`config.mk`:
```
export PLATFORM = sky130hd
export DESIGN_NAME = s_rnd_sat_pipe
export DESIGN_NICKNAME = d
export VERILOG_FILES = /design/src/rtl/fft_fxp_pkg.sv /design/src/rtl/s_rnd_sat_lane.sv /design/src/rtl/s_rnd_sat_pipe.sv
export SDC_FILE = /design/constraint.sdc
export NUM_CORES = 1
export LEC_CHECK = 0
export CAP_MARGIN = 20
export CORE_MARGIN = 2
export CORE_UTILIZATION = 50
export DETAILED_ROUTE_END_ITERATION = 16
export GPL_TIMING_DRIVEN = 0
export PLACE_DENSITY = 0.81
export SYNTH_ARGS = -nofsm -noshare
export SYNTH_HDL_FRONTEND = slang
export SYNTH_SLANG_ARGS = --single-unit
```
`constraint.sdc`:
```
create_clock -name clk -period 2.9 [get_ports clk]
set_input_delay 0.435 -clock clk [delete_from_list [all_inputs] [get_ports clk]]
set_output_delay 0.435 -clock clk [all_outputs]
set_load 0.1 [all_outputs]
```
`src/rtl/fft_fxp_pkg.sv`:
```
// Shared fixed-point definitions for the FFT datapath requantisers.
//   rnd_mode_t : run-time rounding selector carried with each sample
//   NUM_LANES  : complex sample lanes (0 = re, 1 = im)
//   DEF_CNT_W  : default width of the saturation event counter
package fft_fxp_pkg;

  typedef enum logic [1:0] {
    RND_TRUNC     = 2'b00,  // floor
    RND_HALF_UP   = 2'b01,  // ties toward +inf
    RND_CONV      = 2'b10,  // ties to even
    RND_TRUNC_ALT = 2'b11   // reserved code, behaves as floor
  } rnd_mode_t;

  localparam int NUM_LANES = 2;
  localparam int DEF_CNT_W = 16;

endpackage

```
`src/rtl/s_rnd_sat_lane.sv`:
```
// One lane of the requantiser, purely combinational, split in two halves
// so the top level can place a register between them.
//   Round half    : din (WIN, signed) + mode -> rnd (WIN-FRAC_DROP+1, signed)
//   Saturate half : sat_in (WIN-FRAC_DROP+1) -> dout (WOUT, signed), sat flag
// Requires WOUT <= WIN-FRAC_DROP.
module s_rnd_sat_lane
  import fft_fxp_pkg::*;
#(
  parameter int WIN       = 14,
  parameter int WOUT      = 12,
  parameter int FRAC_DROP = 1,
  localparam int RW       = WIN - FRAC_DROP + 1
) (
  input  logic [WIN-1:0]  din,
  input  logic [1:0]      mode,
  output logic [RW-1:0]   rnd,
  input  logic [RW-1:0]   sat_in,
  output logic [WOUT-1:0] dout,
  output logic            sat
);

  // Round half: one extra MSB keeps the carry of +1 on the max value.
  generate
    if (FRAC_DROP == 0) begin : g_no_rnd
      logic [1:0] unused_mode;
      assign unused_mode = mode;
      assign rnd = {din[WIN-1], din};
    end else begin : g_rnd
      localparam logic [FRAC_DROP-1:0] HALF = FRAC_DROP'(1) << (FRAC_DROP - 1);
      logic [WIN-FRAC_DROP-1:0] k;
      logic [FRAC_DROP-1:0]     r;
      logic                     inc;

      assign k = din[WIN-1:FRAC_DROP];  // arithmetic shift == drop LSBs
      assign r = din[FRAC_DROP-1:0];

      always_comb begin
        inc = 1'b0;
        case (rnd_mode_t'(mode))
          RND_HALF_UP: inc = (r >= HALF);
          RND_CONV:    inc = (r > HALF) || ((r == HALF) && k[0]);
          default:     inc = 1'b0;
        endcase
      end

      assign rnd = {k[WIN-FRAC_DROP-1], k} + RW'(inc);
    end
  endgenerate

  // Saturate half: the value fits in WOUT bits iff all bits from the
  // output sign position upward agree.
  logic [RW-WOUT:0] hi;
  logic             pos_ovf, neg_ovf;

  assign hi      = sat_in[RW-1:WOUT-1];
  assign pos_ovf = !sat_in[RW-1] && (|hi);
  assign neg_ovf =  sat_in[RW-1] && !(&hi);
  assign sat     = pos_ovf || neg_ovf;

  always_comb begin
    dout = sat_in[WOUT-1:0];
    if (pos_ovf) dout = {1'b0, {(WOUT-1){1'b1}}};
    if (neg_ovf) dout = {1'b1, {(WOUT-1){1'b0}}};
  end

endmodule

```
`src/rtl/s_rnd_sat_pipe.sv`:
```
// Two-stage pipelined requantiser for complex FFT samples.
//   S1 registers the rounded value (mode is applied at acceptance, so it is
//   bound to its sample), S2 registers the saturated result and flags.
// Ports:
//   clk, rst              : clock, synchronous active-high reset
//   rnd_mode              : 00 floor, 01 half-up, 10 convergent, 11 floor
//   in_valid/in_ready     : input handshake, in_re/in_im WIN-bit signed
//   out_valid/out_ready   : output handshake, out_re/out_im WOUT-bit signed
//   out_sat               : {im,re} saturation flags of the output sample
//   stats_clr             : clears sat_cnt / sat_sticky
//   sat_cnt, sat_sticky   : saturation statistics
// Build option: define SAT_STATS_EN to enable the statistics logic;
// otherwise sat_cnt/sat_sticky are constant 0 and stats_clr is ignored.
module s_rnd_sat_pipe
  import fft_fxp_pkg::*;
#(
  parameter int WIN       = 14,
  parameter int WOUT      = 12,
  parameter int FRAC_DROP = 1,
  parameter int CNT_W     = DEF_CNT_W
) (
  input  logic             clk,
  input  logic             rst,
  input  logic [1:0]       rnd_mode,
  input  logic             in_valid,
  output logic             in_ready,
  input  logic [WIN-1:0]   in_re,
  input  logic [WIN-1:0]   in_im,
  output logic             out_valid,
  input  logic             out_ready,
  output logic [WOUT-1:0]  out_re,
  output logic [WOUT-1:0]  out_im,
  output logic [1:0]       out_sat,
  input  logic             stats_clr,
  output logic [CNT_W-1:0] sat_cnt,
  output logic             sat_sticky
);

  localparam int RW = WIN - FRAC_DROP + 1;

  logic [NUM_LANES-1:0][WIN-1:0]  lane_in;
  logic [NUM_LANES-1:0][RW-1:0]   lane_rnd;
  logic [NUM_LANES-1:0][WOUT-1:0] lane_out;
  logic [NUM_LANES-1:0]           lane_sat;

  logic                           s1_vld_q, s1_vld_d;
  logic [NUM_LANES-1:0][RW-1:0]   s1_dat_q, s1_dat_d;
  logic                           s2_vld_q, s2_vld_d;
  logic [NUM_LANES-1:0][WOUT-1:0] s2_dat_q, s2_dat_d;
  logic [NUM_LANES-1:0]           s2_sat_q, s2_sat_d;
  logic                           s1_en, s2_en;

  assign lane_in = {in_im, in_re};

  for (genvar g = 0; g < NUM_LANES; g++) begin : g_lane
    s_rnd_sat_lane #(
      .WIN       (WIN),
      .WOUT      (WOUT),
      .FRAC_DROP (FRAC_DROP)
    ) u_lane (
      .din    (lane_in[g]),
      .mode   (rnd_mode),
      .rnd    (lane_rnd[g]),
      .sat_in (s1_dat_q[g]),
      .dout   (lane_out[g]),
      .sat    (lane_sat[g])
    );
  end

  // A stage may load when empty or when the stage after it moves.
  always_comb begin
    s2_en    = !s2_vld_q || out_ready;
    s1_en    = !s1_vld_q || s2_en;
    in_ready = s1_en;

    s1_vld_d = s1_vld_q;
    s1_dat_d = s1_dat_q;
    s2_vld_d = s2_vld_q;
    s2_dat_d = s2_dat_q;
    s2_sat_d = s2_sat_q;

    if (s1_en) begin
      s1_vld_d = in_valid;
      if (in_valid) s1_dat_d = lane_rnd;
    end
    if (s2_en) begin
      s2_vld_d = s1_vld_q;
      if (s1_vld_q) begin
        s2_dat_d = lane_out;
        s2_sat_d = lane_sat;
      end
    end
  end

  always_ff @(posedge clk) begin
    if (rst) begin
      s1_vld_q <= 1'b0;
      s1_dat_q <= '0;
      s2_vld_q <= 1'b0;
      s2_dat_q <= '0;
      s2_sat_q <= '0;
    end else begin
      s1_vld_q <= s1_vld_d;
      s1_dat_q <= s1_dat_d;
      s2_vld_q <= s2_vld_d;
      s2_dat_q <= s2_dat_d;
      s2_sat_q <= s2_sat_d;
    end
  end

  assign out_valid = s2_vld_q;
  assign out_re    = s2_dat_q[0];
  assign out_im    = s2_dat_q[1];
  assign out_sat   = s2_sat_q;

`ifdef SAT_STATS_EN
  logic [CNT_W-1:0] sat_cnt_q, sat_cnt_d;
  logic             sat_sticky_q, sat_sticky_d;
  logic             sat_evt;

  // Event is counted at the output transfer, once per sample.
  assign sat_evt = out_valid && out_ready && (|out_sat);

  always_comb begin
    sat_cnt_d    = sat_cnt_q;
    sat_sticky_d = sat_sticky_q;
    if (stats_clr) begin
      sat_cnt_d    = '0;
      sat_sticky_d = 1'b0;
    end else if (sat_evt) begin
      sat_sticky_d = 1'b1;
      if (sat_cnt_q != {CNT_W{1'b1}}) sat_cnt_d = sat_cnt_q + CNT_W'(1);
    end
  end

  always_ff @(posedge clk) begin
    if (rst) begin
      sat_cnt_q    <= '0;
      sat_sticky_q <= 1'b0;
    end else begin
      sat_cnt_q    <= sat_cnt_d;
      sat_sticky_q <= sat_sticky_d;
    end
  end

  assign sat_cnt    = sat_cnt_q;
  assign sat_sticky = sat_sticky_q;
`else
  logic unused_stats_clr;
  assign unused_stats_clr = stats_clr;
  assign sat_cnt          = '0;
  assign sat_sticky       = 1'b0;
`endif

endmodule

```
Yosys cells after proc, flatten, opt, wreduce, memory -nomap -nowiden
Cells that the tools add are included.
{ "op_classes": {"n_div": 0, "n_eq_ne": 2, "add_sub_neg": 2, "mux": 6, "multipliers": 0, "n_shift": 0, "n_bitwise": 0, "n_reduce_logical": 24, "order_cmp": 4} }
{ "op_table": {"columns": ["operator", "count"], "rows": [
  ["$mux 12", 4],
  ["$add 13x2->14", 2],
  ["$logic_and 1x1->1", 6],
  ["$logic_not 1->1", 6],
  ["$logic_or 1x1->1", 6],
  ["$reduce_and 3->1", 2],
  ["$reduce_or 3->1", 2],
  ["$pmux 1 s2", 2],
  ["$reduce_and 2->1", 2],
  ["$eq 2x1->1 const B", 1],
  ["$eq 2x2->1 const B", 1],
  ["$ge 1x1->1 const B", 2],
  ["$gt 1x1->1 const B", 2]
]} }
{ "totals": {"out_inout_bits": 45, "regBits": 56, "inputBits": 35, "mem_bits_ro": 0, "ramBits": 0, "latchBits": 0, "mem_count": 0} }

Longest topological paths before layout
{ "logic_depth": {"ltp_word": 4, "ltp_mapped": 10} }

Modules after synthesis
Synthesis repeated with hierarchy kept, for this count alone.
{ "unflattened": {"hier_cells": 451, "area_unflattened_um2": 3594.7} }
{ "by_module_without_submodules": {"columns": ["mod", "area_per_inst_um2", "seq_area_each_um2", "instances", "cells_per_inst"], "rows": [
  ["s_rnd_sat_pipe", 2493.6, 1121.1, 1, 267],
  ["s_rnd_sat_lane", 550.5, 0.0, 2, 92]
]} }

Least setup slack after synthesis
Ideal clock, no wire load.
{ "synth_path": {"path_kind": "reg-to-reg", "start": "register s2_vld_q, in the netlist out_valid", "end": "register s1_dat_q[14] in the netlist's numbering", "required_ps": 2829, "arrival_time_ps": 2594, "path_slack_ps": 235, "setup_time_ps": 71, "n_path_buf": 0, "period_less_slack_ps": 2665, "path_stages_with_launch": 5, "cell_sequence": "dfxtp_1 -> nand3b_1 -> nand2_1 -> nand2_1 -> a21oi_1"} }
{ "synth_via": {"elab_chain_cells": 4} }
{ "synth_lines": {"columns": ["element", "line_no", "rtl"], "rows": [
  ["start, declared", "s_rnd_sat_pipe.sv:48", "logic s2_vld_q, s2_vld_d;"],
  ["start signal, assigned", "s_rnd_sat_pipe.sv:105", "s2_vld_q <= s2_vld_d;"],
  ["$logic_not 1->1", "s_rnd_sat_pipe.sv:72", "s2_en = !s2_vld_q || out_ready;"],
  ["$logic_or 1x1->1", "s_rnd_sat_pipe.sv:72", null],
  ["$logic_or 1x1->1", "s_rnd_sat_pipe.sv:73", "s1_en = !s1_vld_q || s2_en;"],
  ["named net in_ready", "s_rnd_sat_pipe.sv:26", "output logic in_ready,"],
  ["$reduce_and 2->1 (no line)", null, null],
  ["end signal, assigned", "s_rnd_sat_pipe.sv:104", "s1_dat_q <= s1_dat_d;"],
  ["end, declared", "s_rnd_sat_pipe.sv:47", "logic [NUM_LANES-1:0][RW-1:0] s1_dat_q, s1_dat_d;"]
]} }
The timed path passes the listed nets, and every way through them passes these cells.
A chain may end at the register's enable or synchronous reset.

Worst setup path after layout
{ "layout_path": {"start": "input port out_ready", "end": "output port in_ready"} }
{ "layout_via": {"elab_chain_cells": 2} }
{ "layout_lines": {"columns": ["element", "line_no", "rtl"], "rows": [
  ["start, declared", "s_rnd_sat_pipe.sv:30", "input logic out_ready,"],
  ["$logic_or 1x1->1", "s_rnd_sat_pipe.sv:72", null],
  ["$logic_or 1x1->1", "s_rnd_sat_pipe.sv:73", null],
  ["end, declared", "s_rnd_sat_pipe.sv:26", null]
]} }
Every way passes these cells.

==> impl_metrics.tcl <==
set metrics [dict create \
    status "finished, final reports clean" \
    drtIter0Drc 124 \
    path_clk_slew_ns 0.09 \
    timing.final.crit_share_pct 91.6 \
    antenna_found_initial 0 \
    cts_root_buffer "clkbuf_8" \
    num_io_pins 80 \
    place_ws_ns 0.107 \
    max_slew_margin_pct 34.9 \
    htree_levels 2 \
    path_max_fanout 3 \
    ys_seq_area_share_pct 42.4 \
    synth_cells 322 \
    n_antenna_cell 0 \
    path_class "in -> out" \
    synth.avg_cell_area_um2 8.20 \
    postCtsHoldBufs 0 \
    cts_tree "yes" \
    crit_path_start_kind "input port" \
    synth-edff-count 0 \
    final-hold-violation-count 0 \
    cts-resized-gates 0 \
    rsz0062_at_grt "false" \
    power.density_nw_per_um2 520 \
    first_pass_iters 5 \
    nets 446 \
    cpMaxStageDelayCell "clkdlybuf4s50_1" \
    netlist_area_um2 2640 \
    post-route-min-period_ns 2.66 \
    post_cts_buffers 0 \
    gp_congestion 0.795 \
    cts.sinks 56 \
    track_usage_pct 19.2 \
    yosys_warnings 0 \
    final_layout_size_suffix_gt1_share_pct 9.38 \
    die_w_um 76.7 \
    rows 26 \
    die_area_um2 5880 \
    start_util_pct 51.7 \
    grt_max_degree 16 \
    core_area_um2 5110 \
    die_h_um 76.7 \
    setup_viol_count_final 0 \
    tns_ns 0 \
    path_cells "clkdlybuf4s50_1 > nand3b_1 > clkdlybuf4s50_1" \
    vias 2336 \
    crit_required_ns 2.47 \
    fin_skew_ns 0.00557 \
    whs_ns 0.453 \
    routed_wl_mm 5.57 \
    synth_top_flop_cell "dfxtp_1" \
    grt_pass1_vias 2117 \
    slowest_delay_ns 1.15 \
    finalWorstSetupSlack_ns 0.243 \
    drc_errors 0 \
    peakVddDrop_uv 252 \
    worst_pin_slew_ns 0.973 \
    grt_pass1_wl_mm 9.50 \
    async_flop_share_pct 0 \
    slew_viol_final 0 \
    ys_ff_latch 56 \
    min_path_type "reg -> reg" \
    critical_path.most_common_cell "clkdlybuf4s50_1" \
    cts_buffers 5 \
    area_growth_pct 32.0 \
    max_freq_mhz 376 \
    wl_per_cell_um 11.7 \
    cap_violations 0 \
    cp.arrival_ns 2.22 \
    clock_tree.buffer_depth 2 \
    clk_latency_ns 0.30 \
    final_util_pct 68.3 \
    synth_cell_types 30 \
    p_leak_nw 1.32 \
    antenna_left 0 \
    grt_overflow_total 0 \
    end_kind "output pin" \
    hpwl_mm 4.58 \
    via_per_inst 4.92 \
    dpl_cell_area_um2 3390 \
    fin_area_um2 3490 \
    io_buffer_count 60 \
]
-- kinds of logic (layout without fill, tap and decap cells) --
| family | Yosys count | in the layout | synth area share (%) |
|---|---|---|---|
| DFF | 56 | 56 | 42.4 |
| xor gates and xnor gates | 22 | 22 | 7.30 |
| and+or+nand+nor | 108 | 108 | 18.8 |
| buffers and inverters | 47 | 114 | 9.47 |
| adders and majority gates | 6 | 6 | 2.84 |
| other | 1 | 17 | 0.142 |
| muxes | 2 | 2 | 0.758 |
| AOI/OAI and AO/OA | 80 | 80 | 18.2 |
-- layout by cell type (no fill, tap or decap), drive strengths merged, types with 12 or more instances in the layout --
cell,synthesis,final
a211oi,24,24
clkdlybuf4s50,0,60
xnor2,19,19
nand2,41,41
nor2,37,37
a21oi,32,32
conb,1,17
dfxtp,56,56
inv,12,12
o21ai,22,22
buf,26,26
clkbuf,9,16
-- cells in the mapped netlist, types with 2 or more instances --
cell	count	area share, %
a211oi_1	22	6.3
o21ai_0	22	4.2
a211oi_2	2	0.95
inv_1	12	1.7
nand4_1	4	0.95
buf_2	8	1.5
dfxtp_1	56	42
xnor2_1	19	6.3
ha_1	6	2.8
a21oi_1	31	5.9
nand3_1	9	1.7
a221oi_1	2	0.66
clkbuf_1	9	1.3
nor2_1	37	5.3
mux2i_1	2	0.76
xor2_1	3	0.99
nand2_1	41	5.8
nor3_1	8	1.5
buf_4	17	4.8
nor3b_1	2	0.57
-- stage by stage --
step                      power [mW]  cells
after CTS                       1.82    475
after floorplan                 1.25    338
after global routing            1.88    475
after detailed placement        1.39    468
after global placement          1.38    468
final                           1.81    475
-- per-layer routing --
layer / up-vias / global-route usage, % / part of all wire (%)
met5: - / 0 / 0
met4: 0 / 3.82 / 0.83
met3: 5 / 3.06 / 4.7
met2: 65 / 32.5 / 47
met1: 1038 / 26.1 / 48
li1: 1228 / - / -
-- registers in the layout, summed over array words and instances, names as in the netlist --
name,count
out_valid,1
out_sat,2
out_re,12
out_im,12
s1_dat_q,28
s1_vld_q,1
-- area by class of cell --
cell class	count	area, µm²
Sequential cell	56	1120
Timing Repair Buffer	60	601
Inverter	12	45.0
Multi-Input combinational cell	235	1330
Buffer	35	205
Fill cell	454	1620
Tap cell	70	87.6
Clock buffer	7	96.3
-- worst max-delay path, delay by kind of cell --
family,cells,cell delay (ns)
AND/OR/NAND/NOR,1,0.16
buffers and inverters,2,1.63
-- worst paths after layout --
| check | endpoint | from | slack, ns | cells after the start |
|---|---|---|---|---|
| max | in_ready | out_ready | 0.24 | 3 |
| min | out_re[9] | out_re[9] | 0.45 | 2 |
| max reg2reg | out_im[10] | out_valid | 1.43 | 6 |
| min reg2reg | out_re[9] | out_re[9] | 0.45 | 2 |
-- power breakdown --
part	internal [mW]	switching (mW)	total (mW)
clock	0.213	0.226	0.439
combinational	0.149	0.378	0.527
sequential	0.818	0.0278	0.846
Power figures use the tool's default switching activity.
